===== config.mk =====
export PLATFORM = sky130hd
export DESIGN_NAME = addition_align_shifter
export DESIGN_NICKNAME = d
export VERILOG_FILES = /design/src/rtl/addition_align_shifter.sv
export SDC_FILE = /design/constraint.sdc
export NUM_CORES = 1
export LEC_CHECK = 0
export BUFFER_PORTS_ARGS = -buffer_cell sky130_fd_sc_hd__buf_4
export CAP_MARGIN = 0
export CELL_PAD_IN_SITES_DETAIL_PLACEMENT = 1
export CELL_PAD_IN_SITES_GLOBAL_PLACEMENT = 2
export CORE_MARGIN = 2
export CORE_UTILIZATION = 34
export CTS_BUF_LIST = sky130_fd_sc_hd__clkbuf_8
export CTS_CLUSTER_SIZE = 14
export DETAILED_ROUTE_END_ITERATION = 7
export PLACE_DENSITY = 0.95
export SLEW_MARGIN = 20
export SYNTH_ARGS = -nofsm -noshare
export SYNTH_HDL_FRONTEND = slang
export SYNTH_SLANG_ARGS = --single-unit

===== constraint.sdc =====
create_clock -name clk -period 4.93 [get_ports clk]
set_clock_uncertainty 0.2 [all_clocks]
set_input_delay 0.493 -clock clk [delete_from_list [all_inputs] [get_ports clk]]
set_output_delay 0.493 -clock clk [all_outputs]
set_load 0.005 [all_outputs]

===== src/rtl/addition_align_shifter.sv =====
// Stage-2 mantissa alignment: iterative right shift of the smaller-exponent mantissa with G/R/S.
// Build option ALIGN_STICKY_EN: when defined, shifted-out bits are ORed into the sticky bit.
module addition_align_shifter #(
    parameter int EXPO_WIDTH = 8,
    parameter int MANT_WIDTH = 24,
    parameter int SHIFT_STEP = 4
) (
    input  logic                    clk,
    input  logic                    rst_n,
    input  logic                    valid_in,
    output logic                    ready_out,
    input  logic [MANT_WIDTH-1:0]   mant_a_in,
    input  logic [MANT_WIDTH-1:0]   mant_b_in,
    input  logic                    swap_sel_in,
    input  logic [EXPO_WIDTH-1:0]   rshift_in,
    output logic                    valid_out,
    input  logic                    ready_in,
    output logic [MANT_WIDTH+2:0]   big_mant_out,
    output logic [MANT_WIDTH+2:0]   aligned_mant_out,
    output logic                    busy_out
);
    localparam int W  = MANT_WIDTH + 3;
    localparam int KW = (SHIFT_STEP > 1) ? $clog2(SHIFT_STEP) : 1;

    typedef enum logic [1:0] {IDLE, SHIFT, DONE} state_t;

    state_t                  state_reg, state_next;
    logic [EXPO_WIDTH-1:0]   rem_reg, rem_next;
    logic [W-1:0]            aligned_reg, aligned_next;
    logic [W-1:0]            big_reg, big_next;

    logic                    accept;
    logic                    zero_shift;
    logic                    sat_shift;
    logic                    last_step;
    logic [MANT_WIDTH-1:0]   shift_op;
    logic [MANT_WIDTH-1:0]   other_op;
    logic [W-1:0]            sat_value;
    logic [W-1:0]            step_cand [SHIFT_STEP];
    logic [KW-1:0]           step_sel;

    assign accept     = valid_in && (state_reg == IDLE);
    assign shift_op   = swap_sel_in ? mant_b_in : mant_a_in;
    assign other_op   = swap_sel_in ? mant_a_in : mant_b_in;
    assign zero_shift = (rshift_in == '0);
    assign sat_shift  = 32'(rshift_in) >= 32'(W);
    assign last_step  = 32'(rem_reg) <= 32'(SHIFT_STEP);

    // SHIFT_STEP is a power of two, so rem==SHIFT_STEP wraps to index SHIFT_STEP-1 here.
    assign step_sel = last_step ? KW'(rem_reg[KW-1:0] - KW'(1)) : KW'(SHIFT_STEP - 1);

`ifdef ALIGN_STICKY_EN
    assign sat_value = W'(|shift_op);
`else
    assign sat_value = '0;
`endif

    // One candidate per possible shift amount 1..SHIFT_STEP; the FSM picks one per cycle.
    generate
        for (genvar gi = 0; gi < SHIFT_STEP; gi++) begin : g_step
`ifdef ALIGN_STICKY_EN
            assign step_cand[gi] = (aligned_reg >> (gi + 1)) | W'(|aligned_reg[gi:0]);
`else
            assign step_cand[gi] = aligned_reg >> (gi + 1);
`endif
        end
    endgenerate

    // State register
    always_ff @(posedge clk or negedge rst_n) begin
        if (!rst_n) begin
            state_reg <= IDLE;
        end else begin
            state_reg <= state_next;
        end
    end

    // Next-state and datapath next values
    always_comb begin
        state_next   = state_reg;
        rem_next     = rem_reg;
        aligned_next = aligned_reg;
        big_next     = big_reg;
        case (state_reg)
            IDLE: begin
                if (accept) begin
                    big_next = {other_op, 3'b000};
                    if (zero_shift) begin
                        aligned_next = {shift_op, 3'b000};
                        rem_next     = '0;
                        state_next   = DONE;
                    end else if (sat_shift) begin
                        aligned_next = sat_value;
                        rem_next     = '0;
                        state_next   = DONE;
                    end else begin
                        aligned_next = {shift_op, 3'b000};
                        rem_next     = rshift_in;
                        state_next   = SHIFT;
                    end
                end
            end
            SHIFT: begin
                aligned_next = step_cand[step_sel];
                if (last_step) begin
                    rem_next   = '0;
                    state_next = DONE;
                end else begin
                    rem_next = rem_reg - EXPO_WIDTH'(SHIFT_STEP);
                end
            end
            DONE: begin
                if (ready_in) begin
                    state_next = IDLE;
                end
            end
            default: state_next = IDLE;
        endcase
    end

    always_ff @(posedge clk or negedge rst_n) begin
        if (!rst_n) begin
            rem_reg     <= '0;
            aligned_reg <= '0;
            big_reg     <= '0;
        end else begin
            rem_reg     <= rem_next;
            aligned_reg <= aligned_next;
            big_reg     <= big_next;
        end
    end

    // Outputs decoded from the registered state
    always_comb begin
        ready_out = (state_reg == IDLE);
        valid_out = (state_reg == DONE);
        busy_out  = (state_reg == SHIFT) || (state_reg == DONE);
    end

    assign big_mant_out     = big_reg;
    assign aligned_mant_out = aligned_reg;

endmodule


After elaboration in Yosys (flattened, before gate mapping). Index checks and enable logic that the tools add are counted.

Bits of input ports: 61. Register bits after elaboration: 61. Word-level logic and storage cells: 44.

Magnitude comparators: 3. Bitwise logic cells: 1. Mux-type cells: 21. Equality and inequality tests: 5. Add/sub/neg operators: 2. Reductions and logical operators: 8.

Operators by type and width (number): $mux W27 (5); $bmux W27 S2 (1); $pmux W27 S2 (1); $mux W24 (2); $mux W8 (4); $pmux W8 S2 (1); $mux W2 (6); $ge A8 B5 Y1 const B (1); $le A8 B3 Y1 const B (1); $logic_not A8 Y1 (1); $sub A8 B3 Y8 const B (1); $pmux W2 S3 (1); $ne A2 B1 Y1 const B (2); $reduce_and A2 Y1 (2); $ge A3 B3 Y1 const B (1); $not A2 Y3 (1); $reduce_and A3 Y1 (1); $eq A2 B1 Y1 const B (1); $eq A2 B2 Y1 const B (1); $logic_not A2 Y1 (1); $ne A2 B2 Y1 const B (1); $reduce_bool A2 Y1 (1); $sub A2 B1 Y2 const B (1); $logic_and A1 B1 Y1 (1); $logic_or A1 B1 Y1 (1).

Depth between registers and ports, before layout. Gate-level depths: netlist (run 1).

Depth after elaboration: 7. Mapped depth: 9. Gate-level depth less buffers: 6.

Worst setup path after synthesis (run 1). Ideal clock, no wire load.

Path kind: reg-to-reg. Start: register rem_reg[0]. End: register aligned_reg[0], in the netlist aligned_mant_out[0]. Slack: 2.513 ns. Setup time: 0.130 ns. Cell stages (with the launch flop): 10. Arrival: 2.087 ns. Cell sequence: dfrtp_1 clkbuf_1 inv_1 clkbuf_1 ha_1 a21oi_1 buf_2 o31ai_1 a221oi_1 o21ai_1.

Word-level cells in the longest chain between the ends: 7.

RTL lines: from (decl) (RTL line 28) `logic [EXPO_WIDTH-1:0] rem_reg, rem_next;`; from (signal assigned) (RTL line 127) `rem_reg <= rem_next;`; $le A8 B3 Y1 / $sub A2 B1 Y2 (equally long branches) (RTL line 47, 50); $mux W2 (*) (RTL line 50) `assign step_sel = last_step ? KW'(rem_reg[KW-1:0] - KW'(1)) : KW'(SHIFT_STEP - 1);`; $not A2 Y3 (not written as such) (*) (RTL line 104) `aligned_next = step_cand[step_sel];`; $bmux W27 S2 (*) (RTL line 104); $mux W27 (not written as such) (*) (2 in a row) (RTL line 104); $pmux W27 S2 (*) (RTL line 84) `case (state_reg)`; to (signal assigned) (RTL line 128) `aligned_reg <= aligned_next;`; to (decl) (RTL line 29) `logic [W-1:0] aligned_reg, aligned_next;`.

Mark *: on every way between the ends. The rest lies on a longest branch, timed or not. The select of a mux whose other input is x is not followed. A chain may end at the register's enable or synchronous reset.

Worst setup path after layout (run 1).
Start: register state_reg[1]. End: register aligned_reg[23], in the netlist aligned_mant_out[23].

Word-level cells in the longest chain between the ends: 4.

RTL lines: from (decl) (RTL line 27) `state_t state_reg, state_next;`; from (signal assigned) (RTL line 74) `state_reg <= state_next;`; $logic_not A2 Y1 (RTL line 42, 84); $logic_and A1 B1 Y1 (RTL line 42) `assign accept = valid_in && (state_reg == IDLE);`; $ne A2 B1 Y1 (no source line); $reduce_and A2 Y1 (no source line).

Several ways; a longest one is shown, not always the timed one.

==> out/metrics.cfg, run 1 <==
[worst_setup_path]
worst_ep_arrival_time_ns=2.90
crit_type=reg2reg
slowest_stage=o21ai_4
path_max_fanout=30
crit_path_end_kind=flop
slowest_delay_ns=0.66
worstPathRequired_ns=4.96
worstSetupStartpointType=flop
cp_common_cell=inv_1
crit_path_cell_trace=inv_1 -> ha_1 -> inv_1 -> o21ai_4 -> buf_4 -> o21ai_0 -> o32a_1

[final_layout]
fill_cells=1408
drive_gt1_share_pct=26.23
layout_common_cells=122 x buf_4, 61 x dfrtp_1, 54 x nand2_1, 50 x mux2i_1, 36 x o21ai_0
seq_area_mm2=0.001526
multi_input_area_mm2=0.002369
fin_nets=630
area_growth_pct=26.11
largest_reg_flops=27
antenna_cells=0
final_common_cell=buf_4

[sta]
slew_violations=0
rsz0062_at_grt=false
fin_crit_sh_pct=58.20
slew_headroom_pct=44.61
min_period_ns=2.869
setup_tns_ns=0
worstMarginPinSlew_ns=0.8291
finalSetupViolCount=0
layout_setup_ws_ns=2.061
fmax_mhz=348.5
hold_violations=0

[floorplanning]
io_pins=118
core_mm2=0.01196
die_y_um=114.5
die-area_mm2=0.01311
row_count=40
die_w_um=114.5
initial_core_util_pct=34.70

[clocking]
numCtsBuffers=9
cts-root-buf=clkbuf_8
cts_max_path_buffers=2
post_cts_buffers=0
path_clk_slew_ns=0.07
cts_tree=done
postCtsHoldBufs=0
numClockSinks=61
post_cts_resized=0
clock_latency_ns=0.35
htree_num_levels=3

[grt]
antenna_found_initial=0
gr-total-overflow=0
grt_pass1_vias=4163
grtUsageTotal_pct=20.90
grt_pass1_wl_um=21630
grt_max_degree=62

[placement]
dp_slack_ns=1.968
detailed_place_hpwl_um=9666
port_buffers=114
globalplace.congestion=0.8217

[synthesis]
syn_area_per_cell_um2=8.793
synthesis.area_mm2=0.004150
synth-seq-area-share_pct=36.78
synth_edf_count=0
netlist_instances=472
synthFlopType=dfrtp_1
yosysWarnings=0
synth_cell_types=52
synthArstFlopShare_pct=100.0
ys_ff_latch=61

[detailed_routing]
num_vias=4069
drtPass1Iterations=4
wl_per_cell_um=18.96
wirelength_um=13550
drc=0
dr.first_iter.drc_count=267
vias_per_cell=5.691
postRouteAntennaNets=0

[worst_hold_path]
hp-class=in2async

[run_status]
status=finished clean

[job]
drv_cap=0

[pwr]
p_leak_nw=2.373
powerDensity_mw_per_mm2=521.2
ir_worst_vdd_uv=138.3

==> logic make-up (layout without fill, tap and decap cells) <==
group                    after synthesis  after routing  synth area share, %
multiplexers                          51             51                12.33
AND/OR/NAND/NOR                      119            119                12.78
other                                  1              3              0.09036
AO/OA/AOI/OAI                        174            174                29.33
adder cells (fa/ha/maj)                6              6                1.809
buffers and inverters                 60            154                6.873
flip-flops                            61             61                36.78
==> critical path, delay by kind of cell, from the launching register on <==
kind	cells	cell delay, ns
compound gates	3	1.09
fa+ha+maj	1	0.36
buf+inv	3	0.68
flops	1	0.40
==> cells in the mapped netlist, types with 4 or more instances <==
master	number	area share [%]
clkbuf_1	30	2.7
buf_4	4	0.72
a31oi_1	22	3.3
mux2i_1	50	12
inv_1	15	1.4
nand2_1	54	4.9
nor2_1	27	2.4
o21ai_1	22	2.7
dfrtp_1	61	37
ha_1	6	1.8
nor3_1	21	2.5
nor4_1	4	0.60
a21oi_1	8	0.96
a21boi_0	19	3.4
buf_6	5	1.4
o21ai_0	36	4.3
o31a_1	19	4.0
buf_2	5	0.60
o22a_1	19	4.0
==> through the flow <==
step | util [%] | hold WS (ns) | cell area [um2] | std cells | power [mW]
6_report | 43.76 | 0.04904 | 5234 | 715 | 2.728
5_1_grt | 43.76 | 0.1006 | 5234 | 715 | 2.950
4_1_cts | 43.66 | 0.07587 | 5223 | 714 | 2.749
3_5_place_dp | 42.23 | 0.2746 | 5051 | 698 | 2.345
3_3_place_gp | 42.23 | 0.2654 | 5051 | 698 | 2.282
2_1_floorplan | - | -0.002591 | 4158 | 474 | 1.693
==> worst paths after layout <==
kind | start | endpoint | slack [ns] | depth (start not counted)
min in group clk | rshift_in[0] | rem_reg[0] | 0.22 | 2
worst max-delay path | state_reg[1] | aligned_mant_out[23] | 2.06 | 7
worst max register to register | state_reg[1] | aligned_mant_out[23] | 2.06 | 7
worst min register to register | big_mant_out[23] | big_mant_out[23] | 0.28 | 2
worst min-delay path | rst_n | rem_reg[4] | 0.05 | 1
max in group asynchronous | rst_n | big_mant_out[5] | 3.95 | 1
==> area by class of cell <==
type	count	area share, %
clock buffers	11	2.893
clock inverters	5	0.3825
multi-input cells	353	45.25
flip-flops and latches	61	29.17
repair buffers	123	17.71
inverters	15	1.076
well taps	147	3.514
==> per-layer routing <==
metal	wire (um)	track usage, %
met4	180	7.886
met2	6430	33.33
met1	6285	28.73
met3	657	2.965
met5	0	0
==> report_power, final <==
group	leakage, nW	switching (mW)	internal [mW]
clock	0.104	0.195	0.202
sequential	0.760	0.238	0.719
combinational	1.51	0.735	0.639
total	2.37	1.17	1.56
Note: power is estimated with default switching activity, not from simulation.
==> inputs of run 2 (changes only) <==
--- a/config.mk
+++ b/config.mk
@@ -10,11 +10,11 @@
 export CELL_PAD_IN_SITES_DETAIL_PLACEMENT = 1
 export CELL_PAD_IN_SITES_GLOBAL_PLACEMENT = 2
 export CORE_MARGIN = 2
-export CORE_UTILIZATION = 34
+export CORE_UTILIZATION = 29
 export CTS_BUF_LIST = sky130_fd_sc_hd__clkbuf_8
 export CTS_CLUSTER_SIZE = 14
 export DETAILED_ROUTE_END_ITERATION = 7
-export PLACE_DENSITY = 0.95
+export PLACE_DENSITY = 0.91
 export SLEW_MARGIN = 20
 export SYNTH_ARGS = -nofsm -noshare
 export SYNTH_HDL_FRONTEND = slang
==> constraint.sdc (replaced) <==
create_clock -name clk -period 2.6 [get_ports clk]
set_clock_uncertainty 0.2 [all_clocks]
set_input_delay 0.26 -clock clk [delete_from_list [all_inputs] [get_ports clk]]
set_output_delay 0.26 -clock clk [all_outputs]
set_load 0.005 [all_outputs]
==> out/metrics.cfg, run 2 (synthesized netlist as in run 1, its figures left out) <==
[detailed_routing]
wirelength_um=13790
drc=0
drtPass1Iterations=4
wl_per_cell_um=18.22
postRouteAntennaNets=0
dr.first_iter.drc_count=220
num_vias=4086
vias_per_cell=5.398

[floorplanning]
die_y_um=123.6
die_w_um=123.6
die-area_mm2=0.01528
initial_core_util_pct=29.78
core_mm2=0.01393
row_count=43
io_pins=118

[clocking]
post_cts_resized=0
htree_num_levels=3
clock_latency_ns=0.34
numClockSinks=61
cts_max_path_buffers=2
postCtsHoldBufs=3
numCtsBuffers=9
cts_tree=done
path_clk_slew_ns=0.07
post_cts_buffers=0
cts-root-buf=clkbuf_8

[worst_setup_path]
worstSetupStartpointType=flop
worst_ep_arrival_time_ns=2.31
path_max_fanout=9
worstPathRequired_ns=2.66
crit_type=reg2reg
crit_path_end_kind=flop

[grt]
gr-total-overflow=0
grt_max_degree=62
grt_pass1_wl_um=21800
grt_pass1_vias=4195
grtUsageTotal_pct=18.20
antenna_found_initial=0

[placement]
detailed_place_hpwl_um=10090
globalplace.congestion=0.8262
port_buffers=114

[pwr]
ir_worst_vdd_uv=367.3
power.share.clock_pct=17.9
p_sw_share_pct=41.53
p_comb_share_pct=48.6
power_frac_seq_pct=33.5
p_leak_nw=2.434
p_int_mw=3.188
net-switching-power_mw=2.264
total_power_mw=5.452
powerDensity_mw_per_mm2=1003

[sta]
slew_headroom_pct=44.64
min_period_ns=2.259
fmax_mhz=442.8
hold_violations=0
slew_violations=0
rsz0062_at_grt=false
fin_crit_sh_pct=86.87
finalSetupViolCount=0
worstMarginPinSlew_ns=0.8303
setup_tns_ns=0

[final_layout]
drive_gt1_share_pct=27.56
largest_reg_flops=27
fin_nets=639
antenna_cells=0
area_growth_pct=30.99
fill_cells=1649
final_common_cell=buf_4
layout_common_cells=126 x buf_4, 61 x dfrtp_1, 54 x nand2_1, 50 x mux2i_1, 36 x o21ai_0

[job]
drv_cap=0

[worst_hold_path]
hp-class=in2reg

[run_status]
status=finished clean

## run 2: cell count changes in the layout (fill, tap and decap cells not counted), moves of 2 or more
| cell | previous run | this run |
|---|---|---|
| bufinv_16 | 0 | 2 |
| dlygate4sd3_1 | 0 | 3 |
| buf_12 | 0 | 3 |
| buf_4 | 122 | 126 |
| inv_1 | 19 | 15 |
## run 2: cell type report
cell class / instances / area (um2) / share of cell area (%)
Clock buffer: 10 / 137.6 / 2.532
Clock inverter: 6 / 86.33 / 1.588
Inverter: 15 / 56.30 / 1.036
Multi-Input combinational cell: 353 / 2369 / 43.57
Sequential cell: 61 / 1526 / 28.08
Tap cell: 180 / 225.2 / 4.143
Timing Repair Buffer: 132 / 1036 / 19.06
## run 2: metal layers
metal / global-route usage, % / wire (um) / vias up
met5: 0 / 0 / -
met4: 4.830 / 103 / 0
met3: 3.297 / 733 / 7
met2: 29.40 / 6493 / 106
met1: 25.08 / 6462 / 2033
li1: - / - / 1940
## run 2: worst max-delay path: stages (launching register included)
cell and delay (ns):
dfrtp_1 0.43, inv_1 0.10, ha_1 0.26, a21o_1 0.23, nand4_1 0.32, buf_4 0.30, o22a_1 0.17, a31oi_1 0.18
## run 2: power groups by stage
| stage | sequential [mW] | clock [mW] | combinational (mW) |
|---|---|---|---|
| 2_1_floorplan | 1.72 | 0 | 1.49 |
| 3_3_place_gp | 1.83 | 0 | 2.58 |
| 3_5_place_dp | 1.84 | 0 | 2.66 |
| 4_1_cts | 1.83 | 0.997 | 2.68 |
| 5_1_grt | 1.89 | 1.03 | 2.96 |
| 6_report | 1.83 | 0.976 | 2.65 |
## run 2: path summary, 6_finish.rpt
| path | startpoint | end | slack [ns] | depth (start not counted) |
|---|---|---|---|---|
| min reg2reg | big_mant_out[3] | big_mant_out[3] | 0.28 | 2 |
| max | rem_reg[2] | aligned_mant_out[11] | 0.34 | 7 |
| min in group asynchronous | rst_n | rem_reg[5] | 0.35 | 2 |
| min | mant_b_in[7] | big_mant_out[10] | 0.02 | 3 |
| max reg2reg | rem_reg[2] | aligned_mant_out[11] | 0.34 | 7 |
| max in group asynchronous | rst_n | aligned_mant_out[4] | 1.29 | 2 |
## run 2: per-stage QoR
| stage | utilization [%] | hold slack (ns) | worst slack [ns] | area (um2) | cells |
|---|---|---|---|---|---|
| 6_report | 39.01 | 0.02449 | 0.3414 | 5436 | 757 |
| 5_1_grt | 39.01 | 0.02472 | 0.1289 | 5436 | 757 |
| 4_1_cts | 39.01 | 0.01068 | 0.3349 | 5436 | 757 |
| 3_5_place_dp | 37.19 | 0.2095 | 0.3503 | 5182 | 738 |
| 3_3_place_gp | 37.19 | 0.2071 | 0.4297 | 5182 | 738 |
| 2_1_floorplan | - | -0.2356 | 0.1833 | 4158 | 474 |
==> inputs of run 3 (changes only) <==
--- a/config.mk
+++ b/config.mk
@@ -14,6 +14,7 @@
 export CTS_BUF_LIST = sky130_fd_sc_hd__clkbuf_8
 export CTS_CLUSTER_SIZE = 14
 export DETAILED_ROUTE_END_ITERATION = 7
+export GPL_ROUTABILITY_DRIVEN = 0
 export PLACE_DENSITY = 0.91
 export SLEW_MARGIN = 20
 export SYNTH_ARGS = -nofsm -noshare
==> constraint.sdc (replaced) <==
create_clock -name clk -period 1.9 [get_ports clk]
set_clock_uncertainty 0.2 [all_clocks]
set_input_delay 0.19 -clock clk [delete_from_list [all_inputs] [get_ports clk]]
set_output_delay 0.19 -clock clk [all_outputs]
set_load 0.005 [all_outputs]
==> out/metrics.cfg, run 3 (synthesized netlist as in run 1, its figures left out) <==
[run_status]
violations=setup timing
status=finished, violations left

[detailed_routing]
drtPass1Iterations=4
vias_per_cell=5.430
num_vias=4626
dr.first_iter.drc_count=300
postRouteAntennaNets=0
drc=0
wirelength_um=16420
wl_per_cell_um=19.28

[floorplanning]
initial_core_util_pct=29.78
die-area_mm2=0.01528
core_mm2=0.01393
die_w_um=123.6
io_pins=118
row_count=43
die_y_um=123.6

[clocking]
cts_max_path_buffers=2
clock_latency_ns=0.36
htree_num_levels=3
path_clk_slew_ns=0.07
cts-root-buf=clkbuf_8
cts_tree=done
numCtsBuffers=9
numClockSinks=61

[worst_hold_path]
hp-class=in2reg

[final_layout]
area_growth_pct=57.55
layout_common_cells=161 x buf_4, 60 x dfrtp_1, 52 x nand2_1, 50 x mux2i_1, 49 x dlygate4sd3_1
largest_reg_flops=27
fill_cells=1613
final_common_cell=buf_4
fin_nets=734
drive_gt1_share_pct=36.01
antenna_cells=0
seq_area_mm2=0.001528
multi_input_area_mm2=0.002592

[sta]
finalSetupViolCount=35
layout_setup_ws_ns=-0.1685
rsz0062_at_grt=true
hold_violations=0
whs_ns=0.02988
fmax_mhz=483.4
min_period_ns=2.068
fin_crit_sh_pct=108.9
slew_violations=0

[pwr]
p_comb_share_pct=56.8
power_frac_seq_pct=29.3
p_int_mw=4.963
net-switching-power_mw=3.608
power.share.clock_pct=13.9
powerDensity_mw_per_mm2=1311
p_sw_share_pct=42.09
ir_worst_vdd_uv=507.3
p_leak_nw=2.915

[worst_setup_path]
crit_path_end_kind=flop
crit_buf_inv=2
slowest_stage=or4_4
worstPathRequired_ns=1.94
crit_path_cell_trace=or4_4 -> buf_6 -> o21ai_4 -> buf_6 -> nor2_4 -> a32o_2
path_max_fanout=4
worstSetupStartpointType=flop
worst_ep_arrival_time_ns=2.11
critPathTopFamily=simple AND/OR/NAND/NOR gates
worst-r2r-setup-slack_ns=-0.17
crit_type=reg2reg
slowest_delay_ns=0.57
cp_common_cell=buf_6

[grt]
grt_pass1_wl_um=25620
antenna_found_initial=0
gr-total-overflow=0
grt_pass1_vias=4867
grt_max_degree=49
grtUsageTotal_pct=21.64

[placement]
dp_slack_ns=-0.2125
detailed_place_hpwl_um=10720
port_buffers=114

[job]
drv_cap=0

==> run 3: cell types whose count changed in the layout (fill, tap and decap cells not counted), moves of 4 or more <==
| cell | previous run | this run |
|---|---|---|
| a21oi_1 | 7 | 3 |
| a21oi_2 | 0 | 4 |
| buf_12 | 3 | 7 |
| buf_4 | 126 | 161 |
| buf_6 | 0 | 9 |
| dlygate4sd3_1 | 3 | 49 |
| ha_1 | 6 | 1 |
| ha_4 | 0 | 5 |
| inv_1 | 15 | 11 |
| inv_2 | 0 | 5 |
| o21ai_0 | 36 | 28 |
| o21ai_2 | 1 | 7 |
==> run 3: routing by layer <==
metal | wire length (um) | part of all wire (%) | global-route usage (%) | up-vias
met4 | 288 | 1.8 | 7.031 | 0
met1 | 6941 | 42 | 27.64 | 2321
met2 | 8168 | 50 | 37.09 | 143
li1 | - | - | - | 2138
met3 | 1025 | 6.2 | 3.755 | 24
met5 | 0 | 0 | 0 | -
==> run 3: worst reg2reg max path, cell delays in order, from the launching register on <==
cell and delay [ns]:
dfrtp_1 0.40, or4_4 0.57, buf_6 0.14, o21ai_4 0.20
buf_6 0.15, nor2_4 0.04, a32o_2 0.25
==> run 3: area by class of cell <==
cell class                      instances  share of cell area (%)
Inverter                               15                  0.8611
Clock inverter                          6                  0.8228
Timing Repair Buffer                  227                   29.76
Sequential cell                        61                   23.36
Tap cell                              180                   3.444
Clock buffer                           10                   2.105
Multi-Input combinational cell        353                   39.65
==> run 3: repair_timing <==
item                                    CTS  global route
gates cloned                              2             0
resized for setup                        31            28
setup buffers                            12             1
endpoints found under the setup margin   35            42
pin swaps                                 8            11
hold endpoints to repair                 85             0
hold buffers                             49             0
==> run 3: power by group through the flow <==
stage          Sequential, mW  Combinational (mW)  Clock [mW]
2_1_floorplan            2.35                2.15           0
3_3_place_gp             2.48                3.96           0
3_5_place_dp             2.50                4.13           0
4_1_cts                  2.50                4.62        1.21
5_1_grt                  2.59                5.26        1.28
6_report                 2.51                4.87        1.19
==> run 3: path summary, 6_finish.rpt <==
kind	start	cells after the start	endpoint
max	rem_reg[5]	6	rem_reg[6]
min	mant_b_in[16]	3	big_mant_out[19]
max reg2reg	rem_reg[5]	6	rem_reg[6]
min reg2reg	big_mant_out[24]	2	big_mant_out[24]
max in group asynchronous	rst_n	3	big_mant_out[25]
min in group asynchronous	rst_n	2	rem_reg[3]
==> run 3: stage by stage <==
stage	cells	TNS (ns)	util, %	power (mW)	cell area [um2]
final	852	-3.701	46.92	8.570	6539
after global routing	852	-5.662	46.92	9.129	6539
after CTS	851	-2.034	46.17	8.334	6434
after detailed placement	772	-3.897	39.49	6.632	5503
after global placement	772	-2.517	39.49	6.435	5503
after floorplan	474	-2.064	-	4.501	4247
